--- config.mk ---
export PLATFORM = sky130hd
export DESIGN_NAME = vga_frame_ctrl
export DESIGN_NICKNAME = d
export VERILOG_FILES = /design/src/rtl/vga_frame_ctrl.sv
export SDC_FILE = /design/constraint.sdc
export NUM_CORES = 1
export LEC_CHECK = 0
export ABC_AREA = 1
export BUFFER_PORTS_ARGS = -buffer_cell sky130_fd_sc_hd__buf_2
export CELL_PAD_IN_SITES_DETAIL_PLACEMENT = 0
export CELL_PAD_IN_SITES_GLOBAL_PLACEMENT = 1
export CORE_UTILIZATION = 40
export CTS_BUF_LIST = sky130_fd_sc_hd__clkbuf_4
export DETAILED_ROUTE_END_ITERATION = 12
export PLACE_DENSITY_LB_ADDON = 0.2
export SYNTH_ARGS = -nofsm -noshare
export SYNTH_HDL_FRONTEND = slang
export SYNTH_SLANG_ARGS = --single-unit
--- constraint.sdc ---
create_clock -name pixel_clk -period 5 [get_ports pixel_clk]
set_clock_uncertainty 0.2 [all_clocks]
set_input_delay 0.25 -clock pixel_clk [delete_from_list [all_inputs] [get_ports pixel_clk]]
set_output_delay 0.25 -clock pixel_clk [all_outputs]
set_load 0.01 [all_outputs]
--- src/rtl/vga_frame_ctrl.sv ---
// Pixel-domain read-path sequencer (flush / prefill / run) with frame-aligned double-buffer flipping.
// Define VGA_UNDERFLOW_RECOVERY_EN to restart the read path on FIFO underflow; otherwise underflows are only counted.
module vga_frame_ctrl #(
    parameter logic [31:0] BASE0        = 32'h0000_0000,
    parameter logic [31:0] BASE1        = 32'h0017_7000,
    parameter int unsigned FLUSH_CYCLES = 16
) (
    input  logic        pixel_clk,
    input  logic        pixel_rst,
    input  logic        enable,
    input  logic        fifo_full_sync,
    input  logic        fifo_empty,
    input  logic        rd_req,
    input  logic        frame_end,
    input  logic        swap_req,
    input  logic        clr_cnt,
    output logic        timing_run,
    output logic        fifo_flush,
    output logic        buf_sel,
    output logic [31:0] base_adr,
    output logic        swap_ack,
    output logic [15:0] underflow_cnt,
    output logic [1:0]  state
);

    typedef enum logic [1:0] {
        IDLE    = 2'd0,
        FLUSH   = 2'd1,
        PREFILL = 2'd2,
        RUN     = 2'd3
    } state_t;

    localparam int unsigned CW = (FLUSH_CYCLES > 1) ? $clog2(FLUSH_CYCLES) : 1;
    localparam logic [CW-1:0] FLUSH_LAST = CW'(FLUSH_CYCLES - 1);

    state_t        cur;
    logic [CW-1:0] flush_cnt;
    logic          armed;
    logic          swap_pend;
    logic          underflow;
    logic          swap_take;
    logic          swap_commit;
    logic          recover;

    assign state = cur;

    // An accepted request is held in swap_pend so it survives swap_req dropping before frame_end.
    always_comb begin
        underflow   = (cur == RUN) && rd_req && fifo_empty;
        swap_take   = swap_pend || (swap_req && armed);
        swap_commit = swap_take &&
                      ((cur == IDLE) || (cur == FLUSH) || ((cur == RUN) && frame_end));
    end

`ifdef VGA_UNDERFLOW_RECOVERY_EN
    assign recover = underflow;
`else
    assign recover = 1'b0;
`endif

    always_ff @(posedge pixel_clk or posedge pixel_rst) begin
        if (pixel_rst) begin
            cur           <= IDLE;
            timing_run    <= 1'b0;
            fifo_flush    <= 1'b0;
            flush_cnt     <= '0;
            buf_sel       <= 1'b0;
            base_adr      <= BASE0;
            swap_ack      <= 1'b0;
            armed         <= 1'b1;
            swap_pend     <= 1'b0;
            underflow_cnt <= '0;
        end else begin
            if (clr_cnt)
                underflow_cnt <= '0;
            else if (underflow && (underflow_cnt != '1))
                underflow_cnt <= underflow_cnt + 16'd1;

            swap_ack <= swap_commit;
            if (swap_commit) begin
                buf_sel   <= ~buf_sel;
                base_adr  <= buf_sel ? BASE0 : BASE1;
                armed     <= 1'b0;
                swap_pend <= 1'b0;
            end else begin
                swap_pend <= swap_take;
                if (!swap_req)
                    armed <= 1'b1;
            end

            if (!enable) begin
                cur        <= IDLE;
                timing_run <= 1'b0;
                fifo_flush <= 1'b0;
                flush_cnt  <= '0;
            end else begin
                case (cur)
                    IDLE: begin
                        cur        <= FLUSH;
                        fifo_flush <= 1'b1;
                        flush_cnt  <= '0;
                    end
                    FLUSH: begin
                        if (flush_cnt == FLUSH_LAST) begin
                            cur        <= PREFILL;
                            fifo_flush <= 1'b0;
                        end else begin
                            flush_cnt <= flush_cnt + 1'b1;
                        end
                    end
                    PREFILL: begin
                        if (fifo_full_sync) begin
                            cur        <= RUN;
                            timing_run <= 1'b1;
                        end
                    end
                    RUN: begin
                        if (recover) begin
                            cur        <= FLUSH;
                            timing_run <= 1'b0;
                            fifo_flush <= 1'b1;
                            flush_cnt  <= '0;
                        end
                    end
                    default: begin
                        cur        <= IDLE;
                        timing_run <= 1'b0;
                        fifo_flush <= 1'b0;
                    end
                endcase
            end
        end
    end

endmodule

==> results of run 1 <==
## through the flow
step	std cells	hold slack (ns)	worst slack (ns)	total power [uW]
global placement	335	0.213	2.97	529
detailed placement	335	0.212	2.94	530
finish	345	0.234	2.92	635
floorplan	281	0.103	3.29	505
global route	345	0.275	2.67	688
CTS	345	0.217	2.92	645
## layout make-up
| cell class | instances | area, sq um | share of cell area [%] |
|---|---|---|---|
| clock buffers | 4 | 30.0 | 1.44 |
| inverters | 26 | 97.6 | 4.70 |
| multi-input cells | 192 | 938 | 45.2 |
| flip-flops and latches | 28 | 702 | 33.8 |
| well taps | 52 | 65.1 | 3.13 |
| repair buffers | 43 | 245 | 11.8 |
## worst max-delay path by stage
stage	start	slack [ns]	end
after floorplan	state[0]	3.29	underflow_cnt[11]
after global placement	state[0]	2.97	underflow_cnt[12]
after detailed placement	state[0]	2.94	underflow_cnt[14]
after CTS	state[0]	2.92	underflow_cnt[8]
after global routing	state[0]	2.67	underflow_cnt[12]
final	state[0]	2.92	underflow_cnt[8]
## worst max-delay path: stages, from the launching register on
cell	delay, ns
dfrtp_1	0.48
ha_1	0.20
inv_1	0.05
nor2_1	0.23
inv_1	0.08
nor2_2	0.46
nor2_4	0.16
nand2_1	0.09
nand2_1	0.05
## flip-flops by register name, summed over array words and instances, names as in the netlist
| register | count |
|---|---|
| timing_run | 1 |
| armed | 1 |
| swap_pend | 1 |
| swap_ack | 1 |
| fifo_flush | 1 |
| underflow_cnt | 16 |
| base_adr | 1 |
| state | 2 |
| flush_cnt | 4 |
## report_power, final
| part | leakage (uW) | total [uW] | internal (uW) | switching (uW) |
|---|---|---|---|---|
| registers | 0.000378 | 297 | 265 | 32.1 |
| logic | 0.000733 | 230 | 87.3 | 143 |
| clock network | 0.0000184 | 108 | 36.7 | 71.4 |
| total | 0.00113 | 635 | 389 | 246 |
## logic make-up after synthesis
kind of cell    synth area share, %
other cells                   0.197
fa+ha+maj                      4.59
buf+inv                        18.8
compound gates                 5.97
xor+xnor                       2.30
flops                          36.8
simple gates                   31.4
## cells in the mapped netlist
cell / instances / area [sq um]
o21ai_1: 3 / 15.0
o21ai_0: 7 / 35.0
nor2_4: 4 / 45.0
conb_1: 1 / 3.75
nand4_1: 10 / 62.6
nand3_1: 19 / 95.1
ha_1: 7 / 87.6
xnor2_1: 2 / 17.5
nor2_2: 2 / 12.5
buf_4: 32 / 240
buf_6: 1 / 11.3
dfstp_2: 1 / 26.3
dfrtp_1: 27 / 676
xor2_1: 3 / 26.3
nand2_2: 5 / 31.3
o31ai_1: 2 / 15.0
nand2_1: 71 / 267
nor2_1: 23 / 86.3
inv_1: 26 / 97.6
a21oi_1: 8 / 40.0
buf_2: 1 / 5.00
o41ai_1: 1 / 8.76
buf_1: 1 / 3.75
## metal layers
metal  vias up  global-route usage [%]
li1        824                       -
met3         4                    4.13
met1       732                    19.0
met5         -                       0
met2        34                    29.5
met4         0                    3.11
## what timing repair did
item,CTS,global route
endpoints found under the setup margin,0,0
hold buffers,6,0
endpoints found under the hold margin,32,0
==> flow_summary.toml, run 1 <==
[detailed_routing]
wl_per_cell_microns = 11.2
drt_iter0_markers = 59
viasPerCell = 4.62
post-route-drc-count = 5
dr_wl_met2_microns = 1890
dr.pass1.iters = 10
top_layer_used = "met4"
ant_nets = 0
vias = 1594
drt-met1-wl_microns = 1790
route.met3.wl_microns = 133
routed_wl_microns = 3850

[hold_path]
min_to = "underflow_cnt[15]"
hold_path.class = "input port to register"
min-delay-start = "rd_req"
min_delay_path_depth = 7

[setup_path]
r2r_end = "underflow_cnt[8]"
reg2reg_depth = 8
reg2reg_from = "state[0]"
cp-end-kind = "register"
critPathRequiredTime_ns = 5.06
start_kind = "register"
crit_arrival_ns = 2.14
rrSetupSlack_ns = 2.92
cp_max_fo = 12
critPathKind = "register to register"

[clock_tree]
clk_path_buf_depth = 2
ctsResizeCount = 0
cts_inserted_buffers = 3
cts-root-buf = "clkbuf_4"
clock-sinks = 28
clkLatencyLatePin_ns = 0.35
cts_max_level = 1
postCtsSetupBuffers = 0
tritoncts = "yes"
clkTransAtPathRegs_ns = 0.17

[global_route]
grt_overflow_total = 0
grt_antenna_before_repair = 0
grt_pass1_wl_microns = 6470
grt_pass1_vias = 1482
grt.total_usage_pct = 16.1
grt_max_degree = 29

[cells_and_area]
nets = 310
final_common_cell = "nand2_1"
utilization_pct = 46.4
postLayoutCellArea_sq_um = 2080
drive_gt1_share_pct = 18.1
fill_cells = 459
antennaDiodeCount = 0
syn_to_final_growth_pct = 8.92
final_cell_mix = "nand2_1 (71), buf_2 (37), dfrtp_1 (27)"

[timing]
finalSetupViolations = 0
finalMaxSlewViolations = 0
period_minus_slack_ns = 2.08
fmax_mhz = 481
setup_tns_ns = 0
worstMarginPinSlew_ns = 1.07
rsz0062_at_grt = "no"
min_period_over_period_pct = 41.6
hold_violations = 0
max_slew_margin_pct = 28.4

[placement]
place_congestion = 0.780
dp_hpwl_microns = 2870
place_area_sq_um = 1990
io_buffers = 37

[status]
violations = "design-rule violations"
status = "finished, violations left"

[floorplanning]
die-area_sq_um = 5050
initial_core_util_pct = 42.6
row_count = 24
die-width_microns = 71.1
fp.dieH_microns = 71.1
core_area_sq_um = 4470
io_pins = 63

[synth]
netlist_area_sq_um = 1910
syn_inst = 257
ys_types = 23
yosysSeqAreaShare_pct = 36.8
synth_warnings = 0
synth-seq-cells = 28
synth.avg_cell_area_sq_um = 7.42

[power_and_ir_drop]
p_leak_uw = 0.00113
ir_worst_vdd_v = 0.000180
power.density_nw_per_um2 = 306

[run]
drv_cap = 0
Power figures use the tool's default switching activity.
==> run 2, diff against run 1 <==
CORE_UTILIZATION = 37   (was 40)
clock period = 1.95 ns   (was 5 ns; I/O delays follow)
==> run 2 against run 1 <==
- the flow now finishes without violations
- first-iteration DRC count is 22% higher
- global-route usage rose by 0.41 points
- fmax rose by 14%
- critical endpoint is now timing_run
- highest routed layer unchanged
- die area rose by 7.9%
- cell count is 8.1% higher
- wire length up 8.9%
- utilization decreased by 0.85 points
- largest power group unchanged
==> flow_summary.toml, run 2 (same netlist as run 1, synthesis figures left out) <==
[clock_tree]
cts_inserted_buffers = 3
tritoncts = "yes"
clock-sinks = 28
cts_max_level = 1
cts-root-buf = "clkbuf_4"
clkLatencyLatePin_ns = 0.33
clkTransAtPathRegs_ns = 0.15
clk_path_buf_depth = 2

[power_and_ir_drop]
p_leak_uw = 0.00120
ir_worst_vdd_v = 0.000550
power.density_nw_per_um2 = 748

[floorplanning]
initial_core_util_pct = 39.4
die-area_sq_um = 5450
core_area_sq_um = 4850
fp.dieH_microns = 73.8
die-width_microns = 73.8
row_count = 25
io_pins = 63

[run]
drv_cap = 0

[placement]
place_congestion = 0.790
io_buffers = 37
dp_hpwl_microns = 3090

[global_route]
grt.total_usage_pct = 16.5
grt_max_degree = 29
grt_antenna_before_repair = 0
grt_pass1_vias = 1461
grt_overflow_total = 0
grt_pass1_wl_microns = 6820

[cells_and_area]
top_register = "underflow_cnt"
antennaDiodeCount = 0
utilization_pct = 45.6
syn_to_final_growth_pct = 15.9
drive_gt1_share_pct = 20.9
final_common_cell = "nand2_1"
nets = 323
final_cell_mix = "nand2_1 (71), buf_2 (37), dfrtp_1 (27)"
largest_reg_flops = 16

[status]
status = "finished, final reports clean"

[timing]
min_period_over_period_pct = 93.5
setup_tns_ns = 0
finalSetupViolations = 0
finalMaxSlewViolations = 0
period_minus_slack_ns = 1.82
fmax_mhz = 548
hold_violations = 0
rsz0062_at_grt = "no"

[setup_path]
cp_top_family = "buffers and inverters"
cp_max_fo = 6
critPathRequiredTime_ns = 1.99
start_kind = "register"
cp_slowest_cell = "dlygate4sd3_1"
rrSetupSlack_ns = 0.13
worst-path-buf-inv = 2
path_cells = "inv_1 -> ha_1 -> a21oi_1 -> nor2_1 -> dlygate4sd3_1"
critPathKind = "register to register"
max_stage_delay_ns = 0.55
crit_arrival_ns = 1.86
cp-end-kind = "register"

[hold_path]
hold_path.class = "input port to register"

[detailed_routing]
post-route-drc-count = 0
wl_per_cell_microns = 11.2
dr.pass1.iters = 4
routed_wl_microns = 4190
vias = 1666
viasPerCell = 4.47
ant_nets = 0
drt_iter0_markers = 72
[run 2: metal layers]
metal	wire length [microns]	vias up	GRT usage, %	share of wire, %
li1	-	856	-	-
met1	1860	761	20.6	44
met2	2130	47	29.4	51
met3	182	2	3.70	4.3
met4	18	0	2.56	0.43
met5	0	-	0	0
[run 2: cell type report]
type | count | area [sq um]
Clock buffer | 3 | 22.5
Clock inverter | 1 | 3.75
Fill cell | 527 | 2640
Inverter | 26 | 97.6
Multi-Input combinational cell | 192 | 943
Sequential cell | 28 | 702
Tap cell | 67 | 83.8
Timing Repair Buffer | 56 | 358
[run 2: worst paths after layout]
path / start / endpoint / cells after the start
setup / recovery: state[0] / timing_run / 5
hold / removal: rd_req / underflow_cnt[13] / 7
setup reg to reg: state[0] / timing_run / 5
hold reg to reg: armed / armed / 2
max in group asynchronous: pixel_rst / armed / 4
min in group asynchronous: pixel_rst / underflow_cnt[6] / 4
[run 2: power breakdown]
part	total [uW]	internal [uW]	switching, uW
Combinational	640	255	385
Sequential	758	678	80.1
Clock	256	75.4	180
[run 2: what timing repair did]
action | in CTS | in global routing
hold buffers | 7 | 0
gates resized for setup | 0 | 1
buffers inserted | 0 | 2
endpoints found under the hold margin | 51 | 0
setup endpoints to repair | 0 | 14
[run 2: through the flow]
step	hold WS, ns	power (uW)	cell area [sq um]	worst slack (ns)	cells
after global routing	0.0858	1800	2210	0.0207	373
after CTS	0.0240	1680	2180	0.0512	371
after detailed placement	-0.00320	1390	2080	0.0830	360
after global placement	-0.0105	1390	2080	0.122	360
after floorplan	-0.0497	1290	2000	0.240	281
final	0.0462	1650	2210	0.126	373
[run 2: tightest hold or removal path, delay by kind of cell]
family / cells / cell delay [ns]
buffers and inverters: 2 / 0.18
AND/OR/NAND/NOR: 5 / 0.30
==> run 3, diff against run 2 <==
REMOVE_ABC_BUFFERS = 1   (was default)
==> run 3 against run 2 <==
- wire length down 5.2%
- critical path depth up 4
- sequential power up 0.5%
- total power up 8.2%
- design area up 0.57%
- via count down 2.2%
- global-route usage down 0.64 points
- worst hold slack better by 0.084 ns
- sequential cell count unchanged
- count of clock-buffer cells in the layout unchanged
==> flow_summary.toml, run 3 (same netlist as run 1, synthesis figures left out) <==
[clock_tree]
cts_inserted_buffers = 3
cts-root-buf = "clkbuf_4"
clock-sinks = 28
cts_max_level = 1
clk_path_buf_depth = 2
tritoncts = "yes"
clkTransAtPathRegs_ns = 0.17
clkLatencyLatePin_ns = 0.34

[detailed_routing]
dr.pass1.iters = 4
vias = 1629
viasPerCell = 4.39
routed_wl_microns = 3970
drt_iter0_markers = 56
wl_per_cell_microns = 10.7
post-route-drc-count = 0
ant_nets = 0

[global_route]
grt_pass1_wl_microns = 6670
grt.total_usage_pct = 15.8
grt_antenna_before_repair = 0
grt_pass1_vias = 1453
grt_max_degree = 29
grt_overflow_total = 0

[setup_path]
reg2reg_from = "underflow_cnt[0]"
rrSetupSlack_ns = 0.16
cp_max_fo = 11
reg2reg_depth = 9
max_stage_delay_ns = 0.44
critPathRequiredTime_ns = 2.03
cp_top_family = "simple AND/OR/NAND/NOR gates"
cp-end-kind = "register"
path_cells = "ha_1 -> nand2_2 -> nor2_4 -> nand2_2 -> nor2_2 -> nor2_2 -> buf_4 -> nand3_1 -> o21ai_1"
cp_slowest_cell = "dfrtp_1"
worst-path-buf-inv = 1
r2r_end = "underflow_cnt[4]"
crit_arrival_ns = 1.86
start_kind = "register"
critPathKind = "register to register"

[timing]
worst_slack_ns = 0.162
period_minus_slack_ns = 1.79
min_period_over_period_pct = 91.7
setup_tns_ns = 0
fmax_mhz = 559
finalSetupViolations = 0
rsz0062_at_grt = "no"
hold_violations = 0
finalMaxSlewViolations = 0

[cells_and_area]
final_cell_mix = "nand2_1 (71), buf_2 (37), inv_1 (26)"
syn_to_final_growth_pct = 16.5
largest_reg_flops = 16
nets = 321
antennaDiodeCount = 0
final_common_cell = "nand2_1"
top_register = "underflow_cnt"
drive_gt1_share_pct = 21.7

[floorplanning]
io_pins = 63
core_area_sq_um = 4850
die-width_microns = 73.8
initial_core_util_pct = 39.4
die-area_sq_um = 5450
fp.dieH_microns = 73.8
row_count = 25

[placement]
place_congestion = 0.768
dp_slack_ns = 0.135
io_buffers = 37
dp_hpwl_microns = 2960

[power_and_ir_drop]
power.density_nw_per_um2 = 805
p_leak_uw = 0.00120
ir_worst_vdd_v = 0.000598

[hold_path]
min-delay-start = "rd_req"
hold_path.class = "input port to register"
min_to = "underflow_cnt[15]"
min_delay_path_depth = 8

[status]
status = "finished, final reports clean"

[run]
drv_cap = 0
## run 3: cell count changes in the layout (fill, tap and decap cells not counted), sizes merged
cell | before | now
bufinv | 0 | 1
buf | 49 | 47
clkinv | 1 | 0
## run 3: area by class of cell
cell class                      count  area (sq um)
Clock buffer                        3          22.5
Clock inverter                      1          30.0
Fill cell                         511          2630
Inverter                           26          97.6
Multi-Input combinational cell    192           942
Sequential cell                    28           704
Tap cell                           67          83.8
Timing Repair Buffer               54           343
## run 3: how the worst max path moves through the flow
stage	start	endpoint	slack, ns	depth (start not counted)
4_1_cts	state[0]	underflow_cnt[4]	0.09	8
3_5_place_dp	state[0]	underflow_cnt[0]	0.14	8
2_1_floorplan	state[0]	underflow_cnt[8]	0.15	8
3_3_place_gp	state[0]	underflow_cnt[4]	0.17	8
6_report	underflow_cnt[0]	underflow_cnt[4]	0.16	9
5_1_grt	underflow_cnt[0]	underflow_cnt[4]	0.009	9
## run 3: power breakdown
| part | total [uW] | switching, uW | internal [uW] |
|---|---|---|---|
| Sequential | 762 | 80.1 | 682 |
| Clock | 396 | 188 | 208 |
| Combinational | 631 | 375 | 256 |
| Total | 1790 | 643 | 1150 |
## run 3: layer usage
layer  global-route usage [%]  share of wire, %  vias up
met2                     27.9                50       41
met1                     19.6                46      735
met5                        0                 0        -
li1                         -                 -      851
met4                     3.85              0.58        0
met3                     3.29               4.1        2
## run 3: per-stage QoR
| step | hold WS [ns] | power [uW] | area [sq um] | std cells | utilization [%] |
|---|---|---|---|---|---|
| detailed placement | -0.00837 | 1390 | 2070 | 359 | 42.8 |
| finish | 0.130 | 1790 | 2220 | 371 | 45.9 |
| floorplan | -0.0497 | 1150 | 1740 | 246 | - |
| global placement | -0.0105 | 1390 | 2070 | 359 | 42.8 |
| CTS | 0.135 | 1810 | 2200 | 370 | 45.3 |
| global route | 0.163 | 1930 | 2220 | 371 | 45.9 |
## run 3: repair_timing
action,4_1_cts,5_1_grt
endpoints found under the hold margin,51,0
endpoints found under the setup margin,0,9
setup buffers,0,1
hold buffers,7,0
resized for setup,0,3
## run 3: tightest hold or removal path, stage by stage
cell and delay (ns):
buf_2 0.09, nand2_1 0.05, nor2_1 0.06, buf_4 0.15
o21ai_2 0.07, nor2_1 0.04, nand2_1 0.05, nand2_1 0.04
